===== config.mk =====
export PLATFORM = sky130hd
export DESIGN_NAME = mole_game_ctrl
export DESIGN_NICKNAME = d
export VERILOG_FILES = /design/src/rtl/mole_pkg.sv /design/src/rtl/mole_lfsr.sv /design/src/rtl/mole_game_ctrl.sv
export SDC_FILE = /design/constraint.sdc
export NUM_CORES = 1
export LEC_CHECK = 0
export BUFFER_PORTS_ARGS = -buffer_cell sky130_fd_sc_hd__buf_2
export CAP_MARGIN = 20
export CORE_MARGIN = 4
export CORE_UTILIZATION = 30
export DETAILED_ROUTE_END_ITERATION = 10
export GPL_TIMING_DRIVEN = 0
export PLACE_DENSITY = 0.51
export SLEW_MARGIN = 10
export SYNTH_ARGS = -nofsm -noshare
export SYNTH_HDL_FRONTEND = slang
export SYNTH_SLANG_ARGS = --single-unit

===== constraint.sdc =====
create_clock -name CLK -period 3.19 [get_ports CLK]
set_clock_uncertainty 0.15 [all_clocks]
set_input_delay 0.638 -clock CLK [delete_from_list [all_inputs] [get_ports CLK]]
set_output_delay 0.638 -clock CLK [all_outputs]
set_load 0.01 [all_outputs]

===== src/rtl/mole_pkg.sv =====
// Purpose: shared types and constants for the whack-a-mole game controller.
// Latency: n/a (types and constants only).
// Backpressure: n/a.
package mole_pkg;

    typedef enum logic [1:0] {
        IDLE   = 2'd0,
        SPAWN  = 2'd1,
        ACTIVE = 2'd2,
        OVER   = 2'd3
    } state_t;

    localparam int         NUM_HOLES = 8;
    localparam int         HOLE_W    = $clog2(NUM_HOLES);
    localparam logic [7:0] LFSR_SEED = 8'h01;
    localparam logic [7:0] LFSR_TAPS = 8'hB8;

    // Mole hole for a new round: avoid repeating the previous round's hole.
    function automatic logic [HOLE_W-1:0] pick_hole(
        input logic [HOLE_W-1:0] raw,
        input logic              prev_vld,
        input logic [HOLE_W-1:0] prev
    );
        logic [HOLE_W-1:0] h;
        h = raw;
        if (prev_vld && (h == prev)) begin
            h = h + HOLE_W'(1);
        end
        return h;
    endfunction

endpackage


===== src/rtl/mole_lfsr.sv =====
// Purpose: free-running 8-bit Galois LFSR used to pick mole holes.
// Latency: advances once per clock in every state; seeded on reset.
// Backpressure: none, never stalls.
module mole_lfsr
    import mole_pkg::*;
(
    input  logic       CLK,
    input  logic       RST_BTN,
    output logic [7:0] lfsr_o
);

    // Shift right and fold the taps in when the bit falling out is 1; a
    // nonzero seed keeps the sequence from ever reaching zero.
    always_ff @(posedge CLK) begin
        if (!RST_BTN) begin
            lfsr_o <= LFSR_SEED;
        end else begin
            lfsr_o <= (lfsr_o >> 1) ^ (lfsr_o[0] ? LFSR_TAPS : 8'h00);
        end
    end

endmodule


===== src/rtl/mole_game_ctrl.sv =====
// Purpose: whack-a-mole round timer, mole picker, hit detection and scoring.
// Latency: button press seen at a clock edge updates grid/score at that edge (one register).
// Backpressure: none; optional MOLE_MISS_PENALTY_EN makes wrong presses cost one point.
module mole_game_ctrl
    import mole_pkg::*;
#(
    parameter int ROUND_CYCLES = 50_000_000,
    parameter int NUM_ROUNDS   = 30,
    parameter int SCORE_W      = 8
) (
    input  logic               CLK,
    input  logic               RST_BTN,
    input  logic               start,
    input  logic [7:0]         btn,
    output logic [7:0]         random_num,
    output logic [7:0]         mole_hit,
    output logic [SCORE_W-1:0] score,
    output logic [7:0]         round_cnt,
    output logic               game_over
);

    localparam int                 TIMER_W     = $clog2(ROUND_CYCLES);
    localparam logic [TIMER_W-1:0] TIMER_LAST  = TIMER_W'(ROUND_CYCLES - 1);
    localparam logic [7:0]         ROUNDS_LAST = 8'(NUM_ROUNDS);
    localparam logic [SCORE_W-1:0] SCORE_MAX   = '1;
    localparam logic [SCORE_W-1:0] SCORE_ONE   = SCORE_W'(1);

    state_t              state, state_nxt;
    logic [7:0]          btn_q;
    logic                start_q;
    logic [TIMER_W-1:0]  timer, timer_nxt;
    logic [HOLE_W-1:0]   hole_q, hole_nxt;
    logic                hole_vld, hole_vld_nxt;
    logic [7:0]          random_num_nxt, mole_hit_nxt, round_cnt_nxt;
    logic [SCORE_W-1:0]  score_nxt;

    logic [7:0]          lfsr;
    logic                lfsr_unused;
    logic [7:0]          press;
    logic                start_p;
    logic                hit;
    logic                expire;
    logic [7:0]          round_inc;
    logic [HOLE_W-1:0]   spawn_hole;

    mole_lfsr u_lfsr (
        .CLK     (CLK),
        .RST_BTN (RST_BTN),
        .lfsr_o  (lfsr)
    );

    // Only the low bits choose the hole; the rest of the LFSR just provides sequence length.
    assign lfsr_unused = ^lfsr[7:HOLE_W];

    assign press      = btn & ~btn_q;
    assign start_p    = start & ~start_q;
    assign hit        = (state == ACTIVE) && (|(press & random_num));
    assign expire     = (state == ACTIVE) && (timer == TIMER_LAST);
    assign round_inc  = round_cnt + 8'd1;
    assign spawn_hole = pick_hole(lfsr[HOLE_W-1:0], hole_vld, hole_q);

    // State register and input edge-detect history.
    always_ff @(posedge CLK) begin
        if (!RST_BTN) begin
            state   <= IDLE;
            btn_q   <= 8'h00;
            start_q <= 1'b0;
        end else begin
            state   <= state_nxt;
            btn_q   <= btn;
            start_q <= start;
        end
    end

    // Next-state decode: start edges only matter when no round is running.
    always_comb begin
        state_nxt = state;
        case (state)
            IDLE:    if (start_p) state_nxt = SPAWN;
            SPAWN:   state_nxt = ACTIVE;
            ACTIVE:  if (expire) state_nxt = (round_inc == ROUNDS_LAST) ? OVER : SPAWN;
            OVER:    if (start_p) state_nxt = SPAWN;
            default: state_nxt = IDLE;
        endcase
    end

    // Next values for grid, timer, score and round counter.
    always_comb begin
        random_num_nxt = random_num;
        mole_hit_nxt   = mole_hit;
        score_nxt      = score;
        round_cnt_nxt  = round_cnt;
        timer_nxt      = timer;
        hole_nxt       = hole_q;
        hole_vld_nxt   = hole_vld;
        case (state)
            IDLE, OVER: begin
                random_num_nxt = 8'h00;
                mole_hit_nxt   = 8'h00;
                if (start_p) begin
                    score_nxt     = '0;
                    round_cnt_nxt = 8'h00;
                    hole_vld_nxt  = 1'b0;
                end
            end
            SPAWN: begin
                random_num_nxt = 8'd1 << spawn_hole;
                mole_hit_nxt   = 8'h00;
                timer_nxt      = '0;
                hole_nxt       = spawn_hole;
                hole_vld_nxt   = 1'b1;
            end
            ACTIVE: begin
                timer_nxt = timer + TIMER_W'(1);
                if (hit) begin
                    random_num_nxt = 8'h00;
                    mole_hit_nxt   = random_num;
                    if (score != SCORE_MAX) score_nxt = score + SCORE_ONE;
                end
`ifdef MOLE_MISS_PENALTY_EN
                else if ((|press) && (score != '0)) begin
                    score_nxt = score - SCORE_ONE;
                end
`endif
                // Round end wins over the hit marker, but the point above still counts.
                if (expire) begin
                    random_num_nxt = 8'h00;
                    mole_hit_nxt   = 8'h00;
                    round_cnt_nxt  = round_inc;
                end
            end
            default: begin
                random_num_nxt = 8'h00;
                mole_hit_nxt   = 8'h00;
            end
        endcase
    end

    // Datapath registers; reset aborts any game in progress.
    always_ff @(posedge CLK) begin
        if (!RST_BTN) begin
            random_num <= 8'h00;
            mole_hit   <= 8'h00;
            score      <= '0;
            round_cnt  <= 8'h00;
            timer      <= '0;
            hole_q     <= '0;
            hole_vld   <= 1'b0;
        end else begin
            random_num <= random_num_nxt;
            mole_hit   <= mole_hit_nxt;
            score      <= score_nxt;
            round_cnt  <= round_cnt_nxt;
            timer      <= timer_nxt;
            hole_q     <= hole_nxt;
            hole_vld   <= hole_vld_nxt;
        end
    end

    // Game-over flag follows the OVER state directly.
    always_comb begin
        game_over = (state == OVER);
    end

endmodule


# After elaboration in Yosys (flattened, before gate mapping)
# Index checks and enable logic that the tools add are counted.
classes:
  addsub: 4
  eq_ne: 12
  shift: 1
  mux: 21
  bitwise: 6
  n_reduce_logical: 14
ops:
  columns: ["op", "count"]
  rows:
  - ["$mux W8", 9]
  - ["$pmux W26 S2", 1]
  - ["$pmux W8 S2", 3]
  - ["$add A26 B1 Y26 const B", 1]
  - ["$eq A26 B26 Y1 const B", 1]
  - ["$pmux W8 S3", 1]
  - ["$add A8 B1 Y8 const B", 2]
  - ["$and A8 B8 Y8", 2]
  - ["$eq A8 B5 Y1 const B", 1]
  - ["$ne A8 B8 Y1 const B", 1]
  - ["$not A8 Y8", 1]
  - ["$reduce_or A8 Y1", 1]
  - ["$shl A1 B3 Y8 const A", 1]
  - ["$xor A7 B8 Y8", 1]
  - ["$mux W2", 3]
  - ["$pmux W2 S3", 1]
  - ["$reduce_bool A2 Y1", 3]
  - ["$eq A2 B2 Y1 const B", 2]
  - ["$ne A2 B1 Y1 const B", 2]
  - ["$ne A2 B2 Y1 const B", 2]
  - ["$reduce_and A2 Y1", 2]
  - ["$reduce_and A4 Y1", 1]
  - ["$add A3 B1 Y3 const B", 1]
  - ["$eq A3 B3 Y1", 1]
  - ["other kinds (12)", 14]
totals:
  register_bits: 81
  out_inout_bits: 33
  elab_cells: 69

# Longest topological paths before layout
logic_depth:
  word_depth: 8
  ltp_mapped: 8
  mapped_depth_nobuf: 7

# Modules after synthesis
# A second synthesis with hierarchy kept.
hier_totals:
  hier_cells: 455
  hier_area_um2: 3821.2
modules_own_cells:
  columns: ["mod", "instances", "cells_per_inst", "area_each_um2", "seq_area_each_um2"]
  rows:
  - ["mole_game_ctrl", 1, 436, 3583.4, 1461.4]
  - ["mole_lfsr", 1, 19, 237.7, 160.2]

# Worst setup path before layout
# Ideal clock, no wire load.
synth_path:
  kind: "input-to-reg"
  from: "input btn[4]"
  to: "register random_num[5]"
  setup_ns: 0.125
  arrival_time_ns: 1.810
  required_time_ns: 2.915
  slack_ns: 1.106
  cell_stages: 7
  path_cell_list: "nand3b_1 nand4_1 or3_1 clkbuf_1 clkbuf_1 o211ai_1 a21boi_0"
synth_via:
  elab_chain_cells: 5
synth_rtl:
  columns: ["element", "line_no", "source"]
  rows:
  - ["start: declaration", "mole_game_ctrl.sv:14", "input logic [7:0] btn,"]
  - ["$and A8 B8 Y8", "mole_game_ctrl.sv:55", "assign press = btn & ~btn_q;"]
  - ["$and A8 B8 Y8", "mole_game_ctrl.sv:57", "assign hit = (state == ACTIVE) && (|(press & random_num));"]
  - ["$reduce_or A8 Y1", "mole_game_ctrl.sv:57", null]
  - ["$logic_and A1 B1 Y1", "mole_game_ctrl.sv:57", null]
  - ["$ne A3 B3 Y1 (no source line)", null, null]
  - ["end signal: assignment", "mole_game_ctrl.sv:150", "random_num <= random_num_nxt;"]
  - ["end: declaration", "mole_game_ctrl.sv:15", "output logic [7:0] random_num,"]
# No other way between the ends.
# A chain may end at the register's enable or synchronous reset.

# Worst setup path after layout
layout_path:
  from: "register state[0]"
  to: "register timer[14]"
layout_via:
  elab_chain_cells: 2
  word_cells_on_any_way: 4
layout_rtl:
  columns: ["element", "line_no", "source"]
  rows:
  - ["start: declaration", "mole_game_ctrl.sv:28", "state_t state, state_nxt;"]
  - ["start signal: assignment", "mole_game_ctrl.sv:69", "state <= state_nxt;"]
  - ["$eq A2 B2 Y1 or $eq A2 B1 Y1 (tied branches)", "mole_game_ctrl.sv:96", "case (state)"]
  - ["$pmux W26 S2 or $reduce_bool A2 Y1 (tied branches)", null, null]
  - ["end signal: assignment", "mole_game_ctrl.sv:154", "timer <= timer_nxt;"]
  - ["end: declaration", "mole_game_ctrl.sv:31", "logic [TIMER_W-1:0] timer, timer_nxt;"]
# Several ways; a longest one is shown, not always the timed one.

==> impl_metrics.py <==
metrics = {
    "global_routing": {
        "gr-total-overflow": 0,
        "antenna_found_initial": 0,
        "grt_pass1_wl_um": 16100,
        "grt_pass1_vias": 3136,
        "grt_usage": 0.1334,
        "grt_max_degree": 14,
    },
    "final_layout": {
        "final-instance-count-excl-fill": 696,
        "finish.instance_area_sq_um": 4705,
        "layout-drive-gt1-share": 0.1279,
        "final_common_cell": "dfxtp_1",
        "finish.net_count": 538,
        "diodes": 0,
        "area_growth_pct": 17.91,
        "final_cell_mix": "dfxtp_1, buf_2, nand2_1, nor2_1, nand3_1",
    },
    "sta": {
        "finalMaxSlewViolations": 0,
        "period_minus_slack_ps": 2570,
        "setup_tns_ps": 0,
        "tightest_slew_ps": 875.2,
        "max_freq_mhz": 389.0,
        "rsz0062_at_grt": "false",
        "hold_violations": 0,
        "slew-limit-headroom": 0.4153,
        "period_share": 0.8058,
        "setup_viol": 0,
    },
    "route": {
        "viasPerCell": 4.986,
        "dr.pass1.iters": 5,
        "route.vias.total": 3470,
        "drt_iter0_drc": 292,
        "wire_per_inst_um": 13.88,
        "drt-total-wl_um": 9657,
        "ant_nets": 0,
        "drc": 0,
    },
    "synthesis": {
        "yosysTopAreaCell": "dfxtp_1",
        "synthFlopType": "dfxtp_1",
        "ys_top_cells_by_area": "dfxtp_1, nand3_1, nand2_1, and2_1, xor2_1",
        "yosys.cell_types.count": 52,
        "async_flop_share": 0,
        "ys_ff_latch": 81,
        "synth_area_per_cell_sq_um": 8.562,
        "synth_warnings": 0,
        "netlist_instances": 466,
        "synth_edf_count": 0,
        "syn_area_sq_um": 3990,
        "syn-num-nets": 485,
        "seq_area_frac_synth": 0.4064,
        "synth_top_area_frac": 0.4064,
    },
    "clock_tree": {
        "cts_hold_buf": 0,
        "cts_sinks": 81,
        "clk_transition_reported_paths_ps": 60,
        "clkLatencyLatePin_ps": 330,
        "cts_root_buffer": "clkbuf_16",
        "cts_resized": 0,
        "cts_tree": "done",
        "post_cts.repair.setup_buffers": 0,
        "numCtsBuffers": 9,
        "cts_buffer_depth": 2,
        "htreeDepth": 3,
    },
    "hold_path": {
        "worstHoldPathType": "flop to flop",
    },
    "placed_design": {
        "place_area_sq_um": 4415,
        "gp_congestion": 0.8216,
        "hpwl_um": 6967,
        "post-place-cells": 680,
        "numPortBuffers": 42,
    },
    "floorplanning": {
        "die-area_sq_um": 15210,
        "pin_count": 44,
        "die_h_um": 123.3,
        "initial_core_util": 0.3111,
        "rows": 41,
        "fp.dieW_um": 123.3,
        "core-area_sq_um": 12820,
    },
    "worst_setup_path": {
        "start_kind": "flop",
        "cp_data_required_time_ps": 3250,
        "critPathArrivalTime_ps": 2630,
        "slowest_stage": "nor3b_1",
        "critical_path.max_fanout": 10,
        "crit_type": "flop to flop",
        "critPathMaxStageDelay_ps": 780,
        "cp_cell_sequence": "inv_1 -> ha_1 -> clkbuf_1 -> nor3b_1 -> nand4_1 -> xor2_1 -> nor2_1",
        "crit_path_end_kind": "flop",
    },
    "pwr": {
        "powerDensity_nw_per_um2": 595.7,
        "ir_drop_mv": 0.3233,
        "p_leak_nw": 1.757,
    },
    "run": {
        "max_cap_viol_count": 0,
    },
    "run_status": {
        "status": "finished, final reports clean",
    },
}
## worst paths after layout
check	from	end	slack, ps	cells past startpoint
worst max register to register	state[0]$_SDFFE_PN0P_	timer[14]$_SDFFE_PN0P_	620	7
worst min-delay path	u_lfsr.lfsr_o[3]$_SDFF_PN0_	u_lfsr.lfsr_o[2]$_SDFF_PN0_	290	1
worst min register to register	u_lfsr.lfsr_o[3]$_SDFF_PN0_	u_lfsr.lfsr_o[2]$_SDFF_PN0_	290	1
worst max-delay path	state[0]$_SDFFE_PN0P_	timer[14]$_SDFFE_PN0P_	620	7
## final cells by class
| type | instances | area (sq um) |
|---|---|---|
| fillers | 1343 | 8120 |
| repair buffers | 42 | 210.2 |
| flip-flops and latches | 81 | 1622 |
| clock buffers | 11 | 232.7 |
| multi-input cells | 353 | 2245 |
| clock inverters | 5 | 56.30 |
| inverters | 7 | 26.28 |
| well taps | 172 | 215.2 |
| plain buffers | 25 | 97.59 |
## cells in the mapped netlist, drive strengths merged, types with 7 or more instances
cell,number
nand4,14
clkbuf,22
o211ai,10
o21ai,14
and2,25
and4,7
nor3,9
ha,8
dfxtp,81
xor2,16
nor2,35
xnor2,14
inv,7
nand3b,10
nand3,34
and3,11
or3,7
a21oi,18
nand2b,9
mux2i,8
a21boi,10
nand2,41
## cells by family (layout without fill, tap and decap cells)
family          after synthesis  after routing  share of synthesized area
xor+xnor                     30             30                    0.06585
simple gates                220            220                     0.3020
flops                        81             81                     0.4064
fa+ha+maj                     8              8                    0.02509
compound gates               87             87                     0.1496
buf+inv                      32             90                    0.03104
mux                           8              8                    0.02007
## registers in the layout, summed over array words and instances, names as in the netlist
register,flops
state,2
mole_hit,8
score,8
round_cnt,8
start_q,1
timer,26
btn_q,8
hole_vld,1
u_lfsr.lfsr_o,8
hole_q,3
random_num,8
## per-layer routing
metal | share of wire | track usage
met5 | 0 | 0
met4 | 0.0053 | 0.04844
met3 | 0.034 | 0.03660
met2 | 0.44 | 0.1903
met1 | 0.52 | 0.1913
## power by group
group	leakage (nW)	switching, mW	internal [mW]	total [mW]
Combinational	0.959	0.461	0.209	0.670
Sequential	0.658	0.0476	1.07	1.12
Clock	0.139	0.409	0.605	1.01
## critical path, delay by kind of cell (launching register included)
| family | cells | cell delay (ps) |
|---|---|---|
| xor gates and xnor gates | 1 | 180 |
| DFF | 1 | 370 |
| buffers and inverters | 2 | 340 |
| adders and majority gates | 1 | 370 |
| and+or+nand+nor | 3 | 1030 |
## through the flow
stage	util	hold WS [ps]	power [mW]	worst slack [ps]
finish	0.3668	289.1	2.803	619.6
global route	0.3668	312.2	2.980	375.9
CTS	0.3668	300.4	2.849	614.9
detailed placement	0.3443	284.1	1.810	490.1
global placement	0.3443	270.5	1.799	577.5
floorplan	-	261.9	1.617	1106
Note: power is estimated with default switching activity, not from simulation.
